<file path="src/rtl/instr_sequencer_pkg.sv">
// Shared types for the instruction sequencer: opcodes, FSM states, bus targets
// and two small decode helpers used to build the registered bus outputs.
package ctrl_pkg;

  typedef enum logic [1:0] {
    OP_NOP      = 2'b00,
    OP_ENC      = 2'b01,
    OP_DEC      = 2'b10,
    OP_LOAD_KEY = 2'b11
  } opcode_e;

  typedef enum logic [2:0] {
    S_IDLE,
    S_FETCH_KEY,
    S_FETCH_TEXT,
    S_START,
    S_WAIT_DONE,
    S_WRITE_BACK,
    S_ERROR
  } state_e;

  typedef enum logic [1:0] {
    SEL_KEY    = 2'b00,
    SEL_TEXT   = 2'b01,
    SEL_RESULT = 2'b10
  } bus_sel_e;

  // States in which the sequencer owns an active bus phase.
  function automatic logic is_bus_state(state_e s);
    return (s == S_FETCH_KEY) || (s == S_FETCH_TEXT) || (s == S_WRITE_BACK);
  endfunction

  // Bus target presented while in a given state.
  function automatic bus_sel_e sel_for_state(state_e s);
    case (s)
      S_FETCH_TEXT: return SEL_TEXT;
      S_WRITE_BACK: return SEL_RESULT;
      default:      return SEL_KEY;
    endcase
  endfunction

endpackage

</file>
<file path="src/rtl/instr_sequencer_if.sv">
// Instruction handshake, word bus and accelerator control bundled together.
// master = the sequencer, slave = deserializer / bus fabric / accelerator side.
interface instr_sequencer_if #(
  parameter int ADDRW   = 8,
  parameter int OPCODEW = 2
);
  import ctrl_pkg::*;

  logic               in_valid;
  logic               in_ready;
  logic [OPCODEW-1:0] in_opcode;
  logic [ADDRW-1:0]   in_key_addr;
  logic [ADDRW-1:0]   in_text_addr;

  logic               bus_req;
  logic               bus_we;
  bus_sel_e           bus_sel;
  logic [ADDRW-1:0]   bus_addr;
  logic               bus_ack;

  logic               acc_start;
  logic               acc_mode;
  logic               acc_done;

  modport master (
    input  in_valid, in_opcode, in_key_addr, in_text_addr, bus_ack, acc_done,
    output in_ready, bus_req, bus_we, bus_sel, bus_addr, acc_start, acc_mode
  );

  modport slave (
    output in_valid, in_opcode, in_key_addr, in_text_addr, bus_ack, acc_done,
    input  in_ready, bus_req, bus_we, bus_sel, bus_addr, acc_start, acc_mode
  );

endinterface

</file>
<file path="src/rtl/instr_sequencer_burst_addr_gen.sv">
// Burst address generator shared by the key, text and result phases.
// Loads a base address, steps once per acknowledged word and flags the last
// word of the block. The address is held in a flop so the bus sees a
// registered value that only moves on an ack or a new load.
module burst_addr_gen #(
  parameter int ADDRW       = 8,
  parameter int BLOCK_WORDS = 4
) (
  input  logic             clk,
  input  logic             rst_n,
  input  logic             load_i,
  input  logic [ADDRW-1:0] base_i,
  input  logic             inc_i,
  output logic [ADDRW-1:0] addr_o,
  output logic             last_word_o
);

  localparam int IDX_W = $clog2(BLOCK_WORDS);

  logic [ADDRW-1:0] addr_q;
  logic [IDX_W-1:0] idx_q;

  // Load wins over increment so a phase hand-over on the final ack starts clean.
  always_ff @(posedge clk or negedge rst_n) begin
    if (!rst_n) begin
      addr_q <= '0;
      idx_q  <= '0;
    end else if (load_i) begin
      addr_q <= base_i;
      idx_q  <= '0;
    end else if (inc_i) begin
      // NOTE: sequential state uses non-blocking assignments so every flop
      // samples pre-edge values regardless of statement order.
      addr_q <= addr_q + 1'b1;  // wraps modulo 2^ADDRW
      idx_q  <= idx_q + 1'b1;
    end
  end

  assign addr_o      = addr_q;
  assign last_word_o = (idx_q == IDX_W'(BLOCK_WORDS - 1));

endmodule

</file>
<file path="src/rtl/instr_sequencer.sv">
// Instruction sequencer: accepts decoded instructions, fetches key and text
// blocks, runs the accelerator with a timeout and writes the result back.
// The last loaded key address is cached so repeated ops skip the key fetch.
module instr_sequencer
  import ctrl_pkg::*;
#(
  parameter int ADDRW       = 8,
  parameter int OPCODEW     = 2,
  parameter int BLOCK_WORDS = 4,
  parameter int TIMEOUT_CYC = 256
) (
  input  logic                clk,
  input  logic                rst_n,
  instr_sequencer_if.master   sif,
  output logic                busy,
  output logic                err,
  output logic                key_cached
);

  localparam int TMO_W = $clog2(TIMEOUT_CYC);

  state_e           state_q, state_d;
  opcode_e          op_q;
  logic [ADDRW-1:0] key_addr_q, text_addr_q, cached_addr_q;
  logic             key_cached_q;
  logic [TMO_W-1:0] tmo_q;

  logic             in_ready_q, busy_q, err_q;
  logic             bus_req_q, bus_we_q;
  bus_sel_e         bus_sel_q;
  logic             acc_start_q, acc_mode_q;

  logic [OPCODEW-1:0] opc_raw;
  opcode_e            in_op;
  logic               accept, key_hit, xfer, phase_done;
  logic               ag_load, ag_last;
  logic [ADDRW-1:0]   ag_base, ag_addr;

  assign opc_raw    = sif.in_opcode;
  assign in_op      = opcode_e'(opc_raw[1:0]);
  assign accept     = in_ready_q && sif.in_valid;
  assign key_hit    = key_cached_q && (sif.in_key_addr == cached_addr_q);
  assign xfer       = bus_req_q && sif.bus_ack;
  assign phase_done = xfer && ag_last;

  burst_addr_gen #(
    .ADDRW       (ADDRW),
    .BLOCK_WORDS (BLOCK_WORDS)
  ) u_addr_gen (
    .clk         (clk),
    .rst_n       (rst_n),
    .load_i      (ag_load),
    .base_i      (ag_base),
    .inc_i       (xfer),
    .addr_o      (ag_addr),
    .last_word_o (ag_last)
  );

  // Next state and the address-generator load that opens each bus phase.
  always_comb begin
    // NOTE: every combinational output gets a default first so no path
    // through the case leaves it unassigned (which would infer a latch).
    state_d = state_q;
    ag_load = 1'b0;
    ag_base = text_addr_q;
    case (state_q)
      S_IDLE: begin
        if (accept) begin
          case (in_op)
            OP_NOP: state_d = S_IDLE;
            OP_LOAD_KEY: begin
              state_d = S_FETCH_KEY;
              ag_load = 1'b1;
              ag_base = sif.in_key_addr;
            end
            default: begin
              ag_load = 1'b1;
              if (key_hit) begin
                state_d = S_FETCH_TEXT;
                ag_base = sif.in_text_addr;
              end else begin
                state_d = S_FETCH_KEY;
                ag_base = sif.in_key_addr;
              end
            end
          endcase
        end
      end
      S_FETCH_KEY: begin
        if (phase_done) begin
          if (op_q == OP_LOAD_KEY) begin
            state_d = S_IDLE;
          end else begin
            state_d = S_FETCH_TEXT;
            ag_load = 1'b1;
          end
        end
      end
      S_FETCH_TEXT: if (phase_done) state_d = S_START;
      S_START:      state_d = S_WAIT_DONE;
      S_WAIT_DONE: begin
        // A done in the timeout cycle is still honoured.
        if (sif.acc_done) begin
          state_d = S_WRITE_BACK;
          ag_load = 1'b1;
        end else if (tmo_q == TMO_W'(TIMEOUT_CYC - 2)) begin
          state_d = S_ERROR;
        end
      end
      S_WRITE_BACK: if (phase_done) state_d = S_IDLE;
      S_ERROR:      state_d = S_IDLE;
      default:      state_d = S_IDLE;
    endcase
  end

  // State, latched instruction, key cache, timeout counter and registered outputs.
  always_ff @(posedge clk or negedge rst_n) begin
    if (!rst_n) begin
      state_q       <= S_IDLE;
      op_q          <= OP_NOP;
      key_addr_q    <= '0;
      text_addr_q   <= '0;
      cached_addr_q <= '0;
      key_cached_q  <= 1'b0;
      tmo_q         <= '0;
      in_ready_q    <= 1'b1;
      busy_q        <= 1'b0;
      err_q         <= 1'b0;
      bus_req_q     <= 1'b0;
      bus_we_q      <= 1'b0;
      bus_sel_q     <= SEL_KEY;
      acc_start_q   <= 1'b0;
      acc_mode_q    <= 1'b0;
    end else begin
      state_q <= state_d;

      if (accept) begin
        op_q        <= in_op;
        key_addr_q  <= sif.in_key_addr;
        text_addr_q <= sif.in_text_addr;
      end

      // Counts cycles spent in WAIT_DONE, starting from 0 on entry.
      tmo_q <= (state_q == S_WAIT_DONE && state_d == S_WAIT_DONE) ? tmo_q + 1'b1 : '0;

      if (state_q == S_FETCH_KEY && phase_done) begin
        cached_addr_q <= key_addr_q;
        key_cached_q  <= 1'b1;
      end else if (state_d == S_ERROR) begin
        key_cached_q  <= 1'b0;
      end

      in_ready_q  <= (state_d == S_IDLE);
      busy_q      <= (state_d != S_IDLE);
      err_q       <= (state_d == S_ERROR);
      bus_req_q   <= is_bus_state(state_d);
      bus_we_q    <= (state_d == S_WRITE_BACK);
      bus_sel_q   <= sel_for_state(state_d);
      acc_start_q <= (state_d == S_START);
      acc_mode_q  <= (state_d == S_START) && (op_q == OP_DEC);
    end
  end

  assign sif.in_ready  = in_ready_q;
  assign sif.bus_req   = bus_req_q;
  assign sif.bus_we    = bus_we_q;
  assign sif.bus_sel   = bus_sel_q;
  assign sif.bus_addr  = ag_addr;
  assign sif.acc_start = acc_start_q;
  assign sif.acc_mode  = acc_mode_q;
  assign busy          = busy_q;
  assign err           = err_q;
  assign key_cached    = key_cached_q;

endmodule

</file>
<file path="src/flat_wrapper.sv">
// flat-port wrapper written by rule: the top's interface ports become plain ports
module instr_sequencer_flat import ctrl_pkg::*;
#(
  parameter int ADDRW       = 8,
  parameter int OPCODEW     = 2,
  parameter int BLOCK_WORDS = 4,
  parameter int TIMEOUT_CYC = 256
)
  (clk, rst_n, busy, err, key_cached, sif_in_valid, sif_in_opcode, sif_in_key_addr, sif_in_text_addr, sif_bus_ack, sif_acc_done, sif_in_ready, sif_bus_req, sif_bus_we, sif_bus_sel, sif_bus_addr, sif_acc_start, sif_acc_mode);
  instr_sequencer_if #(.ADDRW(ADDRW), .OPCODEW(OPCODEW)) sif_i ();
  input  logic clk;
  input  logic rst_n;
  output logic busy;
  output logic err;
  output logic key_cached;
  input wire logic [$bits(sif_i.in_valid)-1:0] sif_in_valid;
  input wire logic [$bits(sif_i.in_opcode)-1:0] sif_in_opcode;
  input wire logic [$bits(sif_i.in_key_addr)-1:0] sif_in_key_addr;
  input wire logic [$bits(sif_i.in_text_addr)-1:0] sif_in_text_addr;
  input wire logic [$bits(sif_i.bus_ack)-1:0] sif_bus_ack;
  input wire logic [$bits(sif_i.acc_done)-1:0] sif_acc_done;
  output wire logic [$bits(sif_i.in_ready)-1:0] sif_in_ready;
  output wire logic [$bits(sif_i.bus_req)-1:0] sif_bus_req;
  output wire logic [$bits(sif_i.bus_we)-1:0] sif_bus_we;
  output wire logic [$bits(sif_i.bus_sel)-1:0] sif_bus_sel;
  output wire logic [$bits(sif_i.bus_addr)-1:0] sif_bus_addr;
  output wire logic [$bits(sif_i.acc_start)-1:0] sif_acc_start;
  output wire logic [$bits(sif_i.acc_mode)-1:0] sif_acc_mode;
  assign sif_i.in_valid = sif_in_valid;
  assign sif_i.in_opcode = sif_in_opcode;
  assign sif_i.in_key_addr = sif_in_key_addr;
  assign sif_i.in_text_addr = sif_in_text_addr;
  assign sif_i.bus_ack = sif_bus_ack;
  assign sif_i.acc_done = sif_acc_done;
  assign sif_in_ready = sif_i.in_ready;
  assign sif_bus_req = sif_i.bus_req;
  assign sif_bus_we = sif_i.bus_we;
  assign sif_bus_sel = sif_i.bus_sel;
  assign sif_bus_addr = sif_i.bus_addr;
  assign sif_acc_start = sif_i.acc_start;
  assign sif_acc_mode = sif_i.acc_mode;
  instr_sequencer #(.ADDRW(ADDRW), .OPCODEW(OPCODEW), .BLOCK_WORDS(BLOCK_WORDS), .TIMEOUT_CYC(TIMEOUT_CYC)) u_core (.clk(clk), .rst_n(rst_n), .sif(sif_i), .busy(busy), .err(err), .key_cached(key_cached));
endmodule
</file>
<file path="config.mk">
export PLATFORM = sky130hd
export DESIGN_NAME = instr_sequencer_flat
export DESIGN_NICKNAME = d
export VERILOG_FILES = /design/src/rtl/instr_sequencer_pkg.sv /design/src/rtl/instr_sequencer_if.sv /design/src/rtl/instr_sequencer_burst_addr_gen.sv /design/src/rtl/instr_sequencer.sv /design/src/flat_wrapper.sv
export SDC_FILE = /design/constraint.sdc
export NUM_CORES = 1
export LEC_CHECK = 0
export CAP_MARGIN = 20
export CORE_MARGIN = 3
export CORE_UTILIZATION = 55
export DETAILED_ROUTE_END_ITERATION = 7
export DONT_BUFFER_PORTS = 1
export PLACE_DENSITY = 0.79
export SLEW_MARGIN = 40
export SYNTH_ARGS = -nofsm -noshare
export SYNTH_HDL_FRONTEND = slang
export SYNTH_SLANG_ARGS = --single-unit
</file>
<file path="constraint.sdc">
create_clock -name clk -period 5.8 [get_ports clk]
set_clock_uncertainty 0.1 [all_clocks]
set_input_delay 1.16 -clock clk [delete_from_list [all_inputs] [get_ports clk]]
set_output_delay 1.16 -clock clk [all_outputs]
set_load 0.005 [all_outputs]
</file>
Yosys cells after proc, flatten, opt, wreduce, memory -nomap -nowiden
Index checks and enable logic that the tools add are counted.
- logic and storage cells: 80
- output and inout port bits: 18
- register bits after elaboration: 57
- mux-type cells: 28
- reduce and logical (&&, ||, !) cells: 15
- equal/unequal tests: 17
- add/sub/neg operators: 3
- operators with widths (cell ; count):
    $mux 8 ; 6
    $mux 3 ; 6
    $pmux 3 s6 ; 1
    $add 8x1->8 const B ; 2
    $pmux 8 s2 ; 1
    $eq 3x3->1 const B ; 5
    $eq 3x2->1 const B ; 4
    $eq 2x2->1 const B ; 4
    $eq 8x8->1 ; 1
    $eq 8x8->1 const B ; 1
    $mux 2 ; 4
    $logic_and 1x1->1 ; 7
    $mux 1 ; 7
    $eq 3x1->1 const B ; 2
    $logic_not 3->1 ; 2
    $pmux 3 s2 ; 1
    $pmux 2 s2 ; 1
    $reduce_bool 2->1 ; 2
    $pmux 1 s3 ; 1
    $reduce_bool 3->1 ; 1
    $add 2x1->2 const B ; 1
    $logic_not 2->1 ; 1
    $logic_or 1x1->1 ; 2

Logic depth before layout (Yosys ltp)
Gate-level depths: netlist (run 1).
- word-level depth: 9
- depth in mapped cells: 7
- depth with buffers taken out: 7

Cells and area by module
A second synthesis (run 1) with hierarchy kept.
- cells, all modules: 259
- area, all modules: 2915.3 sq um
- by module, submodules not included (module ; times used ; cells an instance ; area each (sq um)):
    instr_sequencer ; 1 ; 203 ; 2374.8
    burst_addr_gen ; 1 ; 56 ; 540.5

Worst setup path after synthesis (run 1)
No wires, ideal clock.
- path type: input to register
- start: input port sif_in_opcode[0]
- end: register u_core.u_addr_gen.addr_q[3], in the netlist u_core.u_addr_gen.addr_o[3]
- arrival time: 2596 ps
- library setup time: 138 ps
- stages: 7
- data required time: 5562 ps
- slack: 2966 ps
- cells stage by stage: inv_1 -> ha_1 -> inv_1 -> or4_1 -> clkbuf_1 -> nand3_1 -> o211ai_1
- longest elaborated chain between the ends: 5
- RTL lines (what ; RTL line ; RTL):
    from (decl) ; flat_wrapper.sv:17 ; input wire logic [$bits(sif_i.in_opcode)-1:0] sif_in_opcode;
    $eq 2x2->1 or $logic_not 2->1 (tied branches) ; instr_sequencer.sv:69 ; case (in_op)
    $pmux 8 s2 or $mux 1 (tied branches) ; instr_sequencer.sv:69 ;
    $mux 8 or $mux 1 (tied branches) ; instr_sequencer.sv:68 ; if (accept) begin
    $mux 8 or $pmux 1 s3 (tied branches) ; instr_sequencer.sv:66 ; case (state_q)
    $mux 8 or $reduce_bool 2->1 (tied branches) ; n/a ;
    to (signal assigned) ; instr_sequencer_burst_addr_gen.sv:29 ; addr_q <= base_i;
    to (signal assigned) ; instr_sequencer_burst_addr_gen.sv:34 ; addr_q <= addr_q + 1'b1;
    to (decl) ; instr_sequencer_burst_addr_gen.sv:20 ; logic [ADDRW-1:0] addr_q;
Several ways; a longest one is shown, not always the timed one.
A chain may end at the register's enable or synchronous reset.

Worst setup path in the final report (run 1)
- start: input port sif_in_valid
- end: register u_core.tmo_q[5]
- longest elaborated chain between the ends: 6
- RTL lines (what ; RTL line ; RTL):
    from (decl) ; flat_wrapper.sv:16 ; input wire logic [$bits(sif_i.in_valid)-1:0] sif_in_valid;
    $logic_and 1x1->1 ; instr_sequencer.sv:41 ; assign accept = in_ready_q && sif.in_valid;
    $mux 3 ; instr_sequencer.sv:68 ;
    $pmux 3 s6 ; instr_sequencer.sv:66 ;
    $eq 3x3->1 ; instr_sequencer.sv:144 ; tmo_q <= (state_q == S_WAIT_DONE && state_d == S_WAIT_DONE) ? tmo_q + 1'b1 : '0;
    $logic_and 1x1->1 ; instr_sequencer.sv:144 ;
    $mux 8 ; instr_sequencer.sv:144 ;
    to (signal assigned) ; instr_sequencer.sv:144 ;
    to (decl) ; instr_sequencer.sv:26 ; logic [TMO_W-1:0] tmo_q;
Every way passes these cells.

==> flow_summary.json, run 1 <==
{
  "status": "finished, final reports clean",
  "layout-drive-gt1-share": 0.176,
  "dr.pass1.iters": 5,
  "io_pins": 41,
  "cp_slowest_cell": "or4_1",
  "synth_flop_cell": "dfrtp_1",
  "cts_tree": "yes",
  "cts_buffers": 9,
  "placementRows": 25,
  "post_cts_resized": 0,
  "antenna_found_initial": 0,
  "synth_warnings": 0,
  "routed-via-count": 1900,
  "synthArstFlopShare": 1.00,
  "final_cells": 322,
  "dieArea_sq_um": 5920,
  "cts.sinks": 57,
  "cp_num_buf_inv": 0,
  "cp-end-kind": "register",
  "finalPower_mw": 1.43,
  "holdCritPathClass": "reg2reg",
  "dpl.hpwl_mm": 3.93,
  "power_density_nw_per_um2": 477,
  "routedWlPerCell_um": 17.6,
  "nets": 279,
  "coreArea_sq_um": 4790,
  "cts_htree_levels": 3,
  "slowest_delay_ns": 0.76,
  "hold_buffers": 0,
  "viasPerCell": 5.90,
  "yosys.cell_types.count": 44,
  "start_util": 0.578,
  "wl_mm": 5.66,
  "seq_area_frac_synth": 0.516,
  "crit_path_end": "u_core.tmo_q[5]$_DFF_PN0_",
  "worstPathRequired_ns": 5.91,
  "fin_crit_ns": 2.85,
  "fmax_mhz": 351,
  "tightest_slew_ns": 0.745,
  "dp.cells": 306,
  "finalWorstSetupSlack_ns": 2.95,
  "synth-edff-count": 0,
  "avgSynthCellArea_sq_um": 11.2,
  "die_width_um": 76.9,
  "antenna_cells": 0,
  "grt_pass1_vias": 1940,
  "cp-start-kind": "primary input",
  "portBuffers": 0,
  "r2r_end": "u_core.tmo_q[5]$_DFF_PN0_",
  "cts-root-buf": "clkbuf_8",
  "clock_latency_ns": 0.34,
  "gp_congestion": 0.875,
  "crit_family": "simple AND/OR/NAND/NOR gates",
  "crit_type": "in2reg",
  "power.leakage_nw": 1.27,
  "synthCells": 247,
  "drv_slew": 0,
  "areaGrowthSynthToFinish_pct": 8.68,
  "drtIter0Drc": 199,
  "ir_worst_vdd_v": 0.000233,
  "rr_startpoint": "u_core.sif.in_ready$_DFF_PN1_",
  "cp_cell_sequence": "nand2_2, or4_1, o221a_2, nand3_1, nor2_1",
  "synth_seq_cells": 57,
  "dp_slack_ns": 2.63,
  "synth_area_sq_um": 2770,
  "maxSlewHeadroom": 0.502,
  "fin_crit_sh": 0.491,
  "clk_pin_slew_ns": 0.06,
  "hold_viol": 0,
  "setup_viol": 0,
  "track_usage": 0.213,
  "synth.net_count": 276,
  "max_cap_violations": 0,
  "rr_worst_depth": 5,
  "grt.overflow.total": 0,
  "path_depth": 5,
  "rsz0062_at_grt": "no",
  "dieHeight_um": 76.9,
  "grt_pass1_wl_mm": 9.68,
  "detail-route-antenna-nets": 0,
  "fin_tns_setup_ns": 0,
  "grt_max_degree": 58,
  "crit_start": "sif_in_valid",
  "arrival_ns": 2.96,
  "r2r_slack_ns": 3.20,
  "post-cts-setup-buffers": 0,
  "clockBufferDepth": 2,
  "critical_path.max_fanout": 22,
  "drc": 0
}
[worst reg2reg max path: stages, from the launching register on]
cell and delay [ns]:
dfstp_2 0.55, nand2_2 0.31, or4_1 0.77, o221a_2 0.40, nand3_1 0.25, nor2_1 0.10
[synth_stat cells, drive strengths merged, types with 5 or more instances]
library cell   n  share of area
xor2           6          0.019
nand3         13          0.024
xnor2         16          0.051
buf            5         0.0086
and4           5          0.016
o211ai         5          0.014
a21oi          6          0.011
dfrtp         56           0.51
inv            6         0.0081
nor2          16          0.022
o21ai          8          0.014
mux2          25           0.10
ha             6          0.027
nand2         19          0.026
[state kept, by name, indices dropped and copies added, names as in the netlist]
signal                    count
u_core.sif.bus_sel            2
u_core.busy                   1
u_core.cached_addr_q          8
u_core.u_addr_gen.addr_o      8
u_core.sif.acc_mode           1
u_core.tmo_q                  8
u_core.sif.in_ready           1
u_core.sif.acc_start          1
u_core.key_cached             1
u_core.sif.bus_we             1
u_core.state_q                3
u_core.u_addr_gen.idx_q       2
u_core.key_addr_q             8
u_core.err                    1
u_core.op_q                   2
u_core.text_addr_q            8
u_core.sif.bus_req            1
[how the worst min path moves through the flow]
stage                                    start                                end  slack, ns  cells after the start
floorplan           u_core.op_q[0]$_DFFE_PN0P_      u_core.sif.acc_mode$_DFF_PN0_       0.33                      1
global placement    u_core.op_q[0]$_DFFE_PN0P_      u_core.sif.acc_mode$_DFF_PN0_       0.37                      1
detailed placement  u_core.op_q[0]$_DFFE_PN0P_      u_core.sif.acc_mode$_DFF_PN0_       0.37                      1
CTS                 u_core.op_q[0]$_DFFE_PN0P_      u_core.sif.acc_mode$_DFF_PN0_       0.37                      1
global route                             rst_n  u_core.text_addr_q[1]$_DFFE_PN0P_       0.39                      0
finish              u_core.op_q[0]$_DFFE_PN0P_      u_core.sif.acc_mode$_DFF_PN0_       0.37                      1
[final cells by class]
| cell class | count | area, sq um |
|---|---|---|
| clock inverter | 3 | 40.0 |
| tap | 67 | 83.8 |
| sequential | 57 | 1430 |
| fill | 403 | 1780 |
| inverter | 6 | 22.5 |
| clock buffer | 13 | 149 |
| multi-input combinational | 176 | 1280 |
[layout by cell type (no fill, tap or decap), types with 6 or more instances in the layout]
| cell type | instances |
|---|---|
| ha_1 | 6 |
| clkbuf_8 | 10 |
| inv_1 | 6 |
| nand3_1 | 13 |
| xnor2_1 | 16 |
| nand2_1 | 18 |
| a21oi_1 | 6 |
| xor2_1 | 6 |
| o21ai_0 | 7 |
| dfrtp_1 | 56 |
| mux2_2 | 25 |
| nor2_1 | 16 |
[through the flow]
step / hold WS [ns] / cell area, sq um / util
floorplan: 0.332 / 2770 / -
global placement: 0.366 / 2820 / 0.588
detailed placement: 0.366 / 2820 / 0.589
CTS: 0.369 / 3010 / 0.628
global route: 0.388 / 3010 / 0.628
finish: 0.371 / 3010 / 0.628
[power breakdown]
part           internal [mW]  total, mW  switching [mW]  leakage (nW)
Sequential             0.554      0.682           0.128         0.715
Combinational          0.216      0.388           0.173         0.460
Clock                  0.209      0.364           0.155        0.0974
[kinds of logic (layout without fill, tap and decap cells)]
logic type / count (synthesis) / count (layout) / synth area share
and+or+nand+nor: 83 / 83 / 0.161
adders and majority gates: 6 / 6 / 0.0271
AOI/OAI and AO/OA: 40 / 40 / 0.104
muxes: 25 / 25 / 0.102
xor gates and xnor gates: 22 / 22 / 0.0696
DFF: 57 / 57 / 0.516
buffers and inverters: 14 / 22 / 0.0208
[routing by layer]
| layer | part of all wire | GRT usage |
|---|---|---|
| met1 | 0.46 | 0.287 |
| met3 | 0.079 | 0.0962 |
| met2 | 0.45 | 0.301 |
| met5 | 0 | 0 |
| met4 | 0.015 | 0.0815 |
(Power assumes the default switching activity.)
==> run 2, diff against run 1 <==
- ABC_AREA: default -> 1
- PLACE_DENSITY: 0.79 -> 0.82
- clock period: 5.8 -> 2.6 ns (I/O delays scaled with it)
==> run 2 against run 1 <==
Setup slack worse by 2.4 ns; sequential power up 110%; core utilization up 0.87 points; synthesized area up 14%; clock power up 91%; critical path depth up 4; hold slack worse by 0.14 ns; flip-flop and latch count unchanged; synthesized cell count up 55%; highest routed layer unchanged; largest power group unchanged; cell area up 13%.
==> flow_summary.json, run 2 <==
{
  "layout-drive-gt1-share": 0.158,
  "post_cts_resized": 0,
  "synthCells": 382,
  "worstHoldStart": "sif_in_text_addr[1]",
  "avgSynthCellArea_sq_um": 8.28,
  "r2r_slack_ns": 0.56,
  "fin_crit_ns": 2.04,
  "seq_area_frac_synth": 0.451,
  "dieArea_sq_um": 6700,
  "post-synth-top-area-fraction": 0.443,
  "io_pins": 41,
  "drv_slew": 0,
  "pwr-share-clk": 0.231,
  "cp-start-kind": "register",
  "synth.net_count": 411,
  "coreArea_sq_um": 5340,
  "clock_latency_ns": 0.34,
  "synth_top_area_cell": "dfrtp_1",
  "synth.most_common_cell": "nand2_1",
  "synth_warnings": 0,
  "synthTopCellsByCount": "84 x nand2_1, 56 x dfrtp_1, 44 x inv_1",
  "grt_pass1_vias": 2438,
  "dpl_cell_area_sq_um": 3200,
  "detail-route-antenna-nets": 0,
  "gp_congestion": 0.825,
  "synth.area.top_cells": "dfrtp_1 44%, nand2_1 10%, inv_1 5.2%",
  "placementRows": 26,
  "clk_pin_slew_ns": 0.06,
  "r2r_end": "u_core.tmo_q[6]$_DFF_PN0_",
  "power.leakage_nw": 1.70,
  "final_cell_mix": "84 x nand2_1, 56 x dfrtp_1, 44 x inv_1",
  "areaGrowthSynthToFinish_pct": 7.48,
  "cp_slowest_cell": "dfstp_2",
  "holdCritPathClass": "in2reg",
  "rr_worst_depth": 9,
  "tightest_slew_ns": 0.570,
  "grt.overflow.total": 0,
  "hold_depth": 1,
  "fin_crit_sh": 0.783,
  "whs_endpoint": "u_core.text_addr_q[1]$_DFFE_PN0P_",
  "final_common_cell": "nand2_1",
  "nets": 416,
  "power_density_nw_per_um2": 886,
  "dpl.hpwl_mm": 4.68,
  "cts_tree": "yes",
  "crit_type": "reg2reg",
  "cp-end-kind": "register",
  "worstPathRequired_ns": 2.73,
  "synth_area_sq_um": 3160,
  "dieHeight_um": 81.8,
  "fin_tns_setup_ns": 0,
  "cp_cell_sequence": "nand2_1, nor2_2, inv_2, a21oi_1, nand2_1, nand2_4, nor2_4, nand2_4, nor2_2",
  "p_sw_mw": 1.09,
  "crit_family": "simple AND/OR/NAND/NOR gates",
  "fmax_mhz": 491,
  "status": "finished, final reports clean",
  "dr.pass1.iters": 4,
  "drtIter0Drc": 155,
  "arrival_ns": 2.16,
  "start_util": 0.593,
  "cts.sinks": 57,
  "max_cap_violations": 0,
  "rr_startpoint": "u_core.sif.in_ready$_DFF_PN1_",
  "track_usage": 0.221,
  "maxSlewHeadroom": 0.619,
  "yosys.cell_types.count": 39,
  "routed-via-count": 2434,
  "p_comb_frac": 0.286,
  "antenna_found_initial": 0,
  "p_int_mw": 1.92,
  "cp_num_buf_inv": 1,
  "grt_max_degree": 58,
  "p_seq_frac": 0.482,
  "synth_flop_cell": "dfrtp_1",
  "stdcell_area_sq_um": 3400,
  "rsz0062_at_grt": "no",
  "post-cts-setup-buffers": 0,
  "cts_htree_levels": 3,
  "drc": 0,
  "switching_share": 0.363,
  "synth-edff-count": 0,
  "wl_mm": 6.47,
  "die_width_um": 81.8,
  "ir_worst_vdd_v": 0.000480,
  "hold_viol": 0,
  "cts-root-buf": "clkbuf_8",
  "antenna_cells": 0,
  "cts_buffers": 9,
  "viasPerCell": 5.27,
  "routedWlPerCell_um": 14.0,
  "synth_seq_cells": 57,
  "critical_path.max_fanout": 11,
  "slowest_delay_ns": 0.54,
  "grt_pass1_wl_mm": 11.1,
  "clockBufferDepth": 2,
  "synthArstFlopShare": 1.00,
  "fill_cells": 457,
  "setup_viol": 0,
  "portBuffers": 0
}
## run 2: cell types whose count changed in the layout (fill, tap and decap cells not counted), moves of 17 or more
cell,previous run,this run
mux2_2,25,8
o21ai_0,7,28
nand2_1,18,84
a21oi_1,6,29
inv_1,6,44
## run 2: worst max path at each step
stage                                              from                                       to  slack (ns)  cells after the start
after floorplan                        sif_in_opcode[0]  u_core.u_addr_gen.addr_o[7]$_DFFE_PN0P_        0.81                      9
after global placement                 sif_in_opcode[0]                u_core.tmo_q[0]$_DFF_PN0_        0.55                      9
after detailed placement               sif_in_opcode[0]                u_core.tmo_q[6]$_DFF_PN0_        0.50                      9
after CTS                 u_core.sif.in_ready$_DFF_PN1_                u_core.tmo_q[7]$_DFF_PN0_        0.53                      9
after global routing        u_core.state_q[2]$_DFF_PN0_                u_core.tmo_q[5]$_DFF_PN0_        0.34                     10
final                     u_core.sif.in_ready$_DFF_PN1_                u_core.tmo_q[6]$_DFF_PN0_        0.56                      9
## run 2: metal layers
metal,part of all wire,up-vias,global-route usage
li1,-,1231,-
met1,0.44,1117,0.276
met2,0.46,66,0.338
met3,0.071,20,0.0702
met4,0.034,0,0.123
met5,0,-,0
## run 2: logic make-up (layout without fill, tap and decap cells)
| logic type | Yosys count | in the layout | synth area share |
|---|---|---|---|
| multiplexers | 8 | 8 | 0.0285 |
| buffers and inverters | 61 | 71 | 0.0799 |
| AO/OA/AOI/OAI | 72 | 72 | 0.119 |
| XOR/XNOR | 13 | 13 | 0.0360 |
| AND/OR/NAND/NOR | 165 | 165 | 0.261 |
| flip-flops | 57 | 57 | 0.451 |
| adder cells (fa/ha/maj) | 6 | 6 | 0.0237 |
## run 2: cell type report
cell class                      instances  area [sq um]  share of cell area
Clock inverter                          1          5.00             0.00147
Multi-Input combinational cell        264          1480               0.436
Timing Repair Buffer                    3          45.0              0.0132
Sequential cell                        57          1430               0.420
Tap cell                               70          87.6              0.0258
Clock buffer                           15           156              0.0460
Inverter                               52           195              0.0574
## run 2: what timing repair did
item                                    CTS  global route
hold endpoints to repair                 57             0
hold buffers                              2             0
endpoints found under the setup margin    0             0
## run 2: power groups by stage
stage	combinational, mW	sequential [mW]	clock [mW]
2_1_floorplan	0.716	1.40	0
3_3_place_gp	0.805	1.46	0
4_1_cts	0.869	1.45	0.711
3_5_place_dp	0.839	1.47	0
5_1_grt	0.994	1.50	0.757
6_report	0.862	1.45	0.697
## run 2: per-stage QoR
step | setup slack (ns) | util | hold slack, ns | cells | power (mW)
finish | 0.564 | 0.637 | 0.229 | 462 | 3.01
global route | 0.339 | 0.637 | 0.211 | 462 | 3.25
CTS | 0.532 | 0.637 | 0.217 | 462 | 3.03
detailed placement | 0.504 | 0.600 | 0.126 | 444 | 2.31
global placement | 0.554 | 0.600 | 0.126 | 444 | 2.26
floorplan | 0.812 | - | 0.124 | 382 | 2.11
==> run 3, diff against run 2 <==
- PLACE_DENSITY: 0.82 -> 0.79
- clock period: 2.6 -> 1.9 ns (I/O delays scaled with it)
==> run 3 against run 2 <==
Non-clock buffer count is 5 higher; core utilization up 2.5 points; first-iteration DRC count grew 20%; setup slack got worse by 0.39 ns; maximum frequency grew 18%; sequential power increased by 38%; via count is 3.5% higher; clock power grew 87%; critical endpoint is now u_core.u_addr_gen.addr_o[6]$_DFFE_PN0P_; highest routed layer unchanged.
==> flow_summary.json, run 3 (synthesis results as in run 2) <==
{
  "status": "finished, final reports clean",
  "fin_tns_setup_ns": 0,
  "routed-via-count": 2518,
  "cp_cell_sequence": "nand2_2, nor2_4, nand4_4, nand3_4, o21ai_0, inv_1, nand2_1, a21oi_1",
  "grt_pass1_vias": 2569,
  "dieArea_sq_um": 6700,
  "grt_pass1_wl_mm": 11.8,
  "crit_type": "reg2reg",
  "cts_buffers": 9,
  "fin_crit_sh": 0.909,
  "placementRows": 26,
  "clockBufferDepth": 2,
  "finalWorstSetupSlack_ns": 0.172,
  "max_cap_violations": 0,
  "slowest_delay_ns": 0.39,
  "holdCritPathClass": "in2reg",
  "drc": 0,
  "ir_worst_vdd_v": 0.000769,
  "arrival_ns": 1.89,
  "final_cells": 467,
  "dr.pass1.iters": 5,
  "clk_pin_slew_ns": 0.07,
  "areaGrowthSynthToFinish_pct": 11.7,
  "worstHoldStart": "sif_in_text_addr[3]",
  "detail-route-antenna-nets": 0,
  "antenna_cells": 0,
  "routedWlPerCell_um": 14.6,
  "fin_crit_ns": 1.73,
  "cts-root-buf": "clkbuf_8",
  "dp.cells": 449,
  "gp_congestion": 0.826,
  "tightest_slew_ns": 0.301,
  "r2r_end": "u_core.u_addr_gen.addr_o[6]$_DFFE_PN0P_",
  "clock_latency_ns": 0.35,
  "cts.sinks": 57,
  "viasPerCell": 5.39,
  "die_width_um": 81.8,
  "coreArea_sq_um": 5340,
  "nets": 421,
  "finish.utilization": 0.663,
  "cts_tree": "yes",
  "worstPathRequired_ns": 2.06,
  "track_usage": 0.234,
  "cts_htree_levels": 3,
  "r2r_slack_ns": 0.17,
  "grt.overflow.total": 0,
  "power_density_nw_per_um2": 1280,
  "rr_worst_depth": 8,
  "antenna_found_initial": 0,
  "holdWs_ns": 0.0817,
  "cp-start-kind": "register",
  "fmax_mhz": 579,
  "io_pins": 41,
  "setup_viol": 0,
  "start_util": 0.593,
  "rr_startpoint": "u_core.sif.bus_req$_DFF_PN0_",
  "crit_family": "simple AND/OR/NAND/NOR gates",
  "dpl.hpwl_mm": 4.82,
  "final_cell_mix": "84 x nand2_1, 56 x dfrtp_1, 44 x inv_1",
  "dieHeight_um": 81.8,
  "hold_depth": 1,
  "whs_endpoint": "u_core.text_addr_q[3]$_DFFE_PN0P_",
  "final_common_cell": "nand2_1",
  "dp_slack_ns": 0.109,
  "drv_slew": 0,
  "wl_mm": 6.83,
  "cp_num_buf_inv": 1,
  "grt_max_degree": 58,
  "portBuffers": 0,
  "power.leakage_nw": 1.76,
  "maxSlewHeadroom": 0.799,
  "critical_path.max_fanout": 15,
  "cp_slowest_cell": "dfrtp_1",
  "hold_viol": 0,
  "drtIter0Drc": 186,
  "cp-end-kind": "register",
  "layout-drive-gt1-share": 0.186
}
## run 3: cell types whose count changed in the layout (fill, tap and decap cells not counted)
| cell | previous run | this run |
|---|---|---|
| nor2_4 | 4 | 5 |
| clkinvlp_4 | 0 | 1 |
| bufinv_16 | 0 | 2 |
| buf_12 | 0 | 1 |
| buf_4 | 1 | 5 |
| nand3_2 | 1 | 0 |
| nand3_4 | 1 | 2 |
| clkbuf_1 | 5 | 0 |
| nor2_1 | 29 | 27 |
| clkbuf_8 | 10 | 11 |
| clkinv_2 | 1 | 2 |
| nor2_2 | 11 | 12 |
## run 3: worst max path at each step
stage	start	end	cells past startpoint
2_1_floorplan	sif_in_opcode[0]	u_core.u_addr_gen.addr_o[7]$_DFFE_PN0P_	9
3_3_place_gp	sif_in_key_addr[1]	u_core.tmo_q[2]$_DFF_PN0_	11
3_5_place_dp	sif_in_key_addr[1]	u_core.u_addr_gen.addr_o[6]$_DFFE_PN0P_	12
4_1_cts	u_core.state_q[0]$_DFF_PN0_	u_core.tmo_q[2]$_DFF_PN0_	10
5_1_grt	u_core.state_q[0]$_DFF_PN0_	u_core.tmo_q[2]$_DFF_PN0_	10
6_report	u_core.sif.bus_req$_DFF_PN0_	u_core.u_addr_gen.addr_o[6]$_DFFE_PN0P_	8
## run 3: worst register-to-register path, cell delays in order (launching register included)
cell	delay (ns)
dfrtp_1	0.39
nand2_2	0.17
nor2_4	0.24
nand4_4	0.15
nand3_4	0.19
o21ai_0	0.11
inv_1	0.06
nand2_1	0.07
a21oi_1	0.17
## run 3: cell type report
class / instances / area (sq um)
Multi-Input combinational cell: 264 / 1500
Clock inverter: 5 / 77.6
Tap cell: 70 / 87.6
Sequential cell: 57 / 1430
Timing Repair Buffer: 8 / 95.1
Inverter: 52 / 195
Clock buffer: 11 / 151
Fill cell: 448 / 1800
## run 3: repair_timing
| action | 4_1_cts | 5_1_grt |
|---|---|---|
| setup endpoints to repair | 0 | 14 |
| hold buffers | 2 | 0 |
| hold endpoints to repair | 57 | 0 |
| buffers inserted | 0 | 0 |
| gates resized for setup | 0 | 4 |
## run 3: per-layer routing
layer,GRT usage,share of wire,vias up,wire (um)
li1,-,-,1242,-
met3,0.0811,0.074,15,508
met1,0.290,0.43,1171,2930
met5,0,0,-,0
met4,0.108,0.026,0,176
met2,0.365,0.47,90,3220
## run 3: report_power, final
group	total [mW]	switching, mW	leakage [nW]	internal (mW)
clock network	1.30	0.493	0.115	0.804
logic	1.23	0.731	0.958	0.499
registers	2.00	0.364	0.689	1.64
total	4.53	1.59	1.76	2.94
## run 3: through the flow
| stage | cell area [sq um] | total power, mW |
|---|---|---|
| after global placement | 3250 | 3.13 |
| final | 3530 | 4.53 |
| after detailed placement | 3250 | 3.19 |
| after CTS | 3520 | 4.55 |
| after global routing | 3530 | 4.85 |
| after floorplan | 3160 | 2.89 |
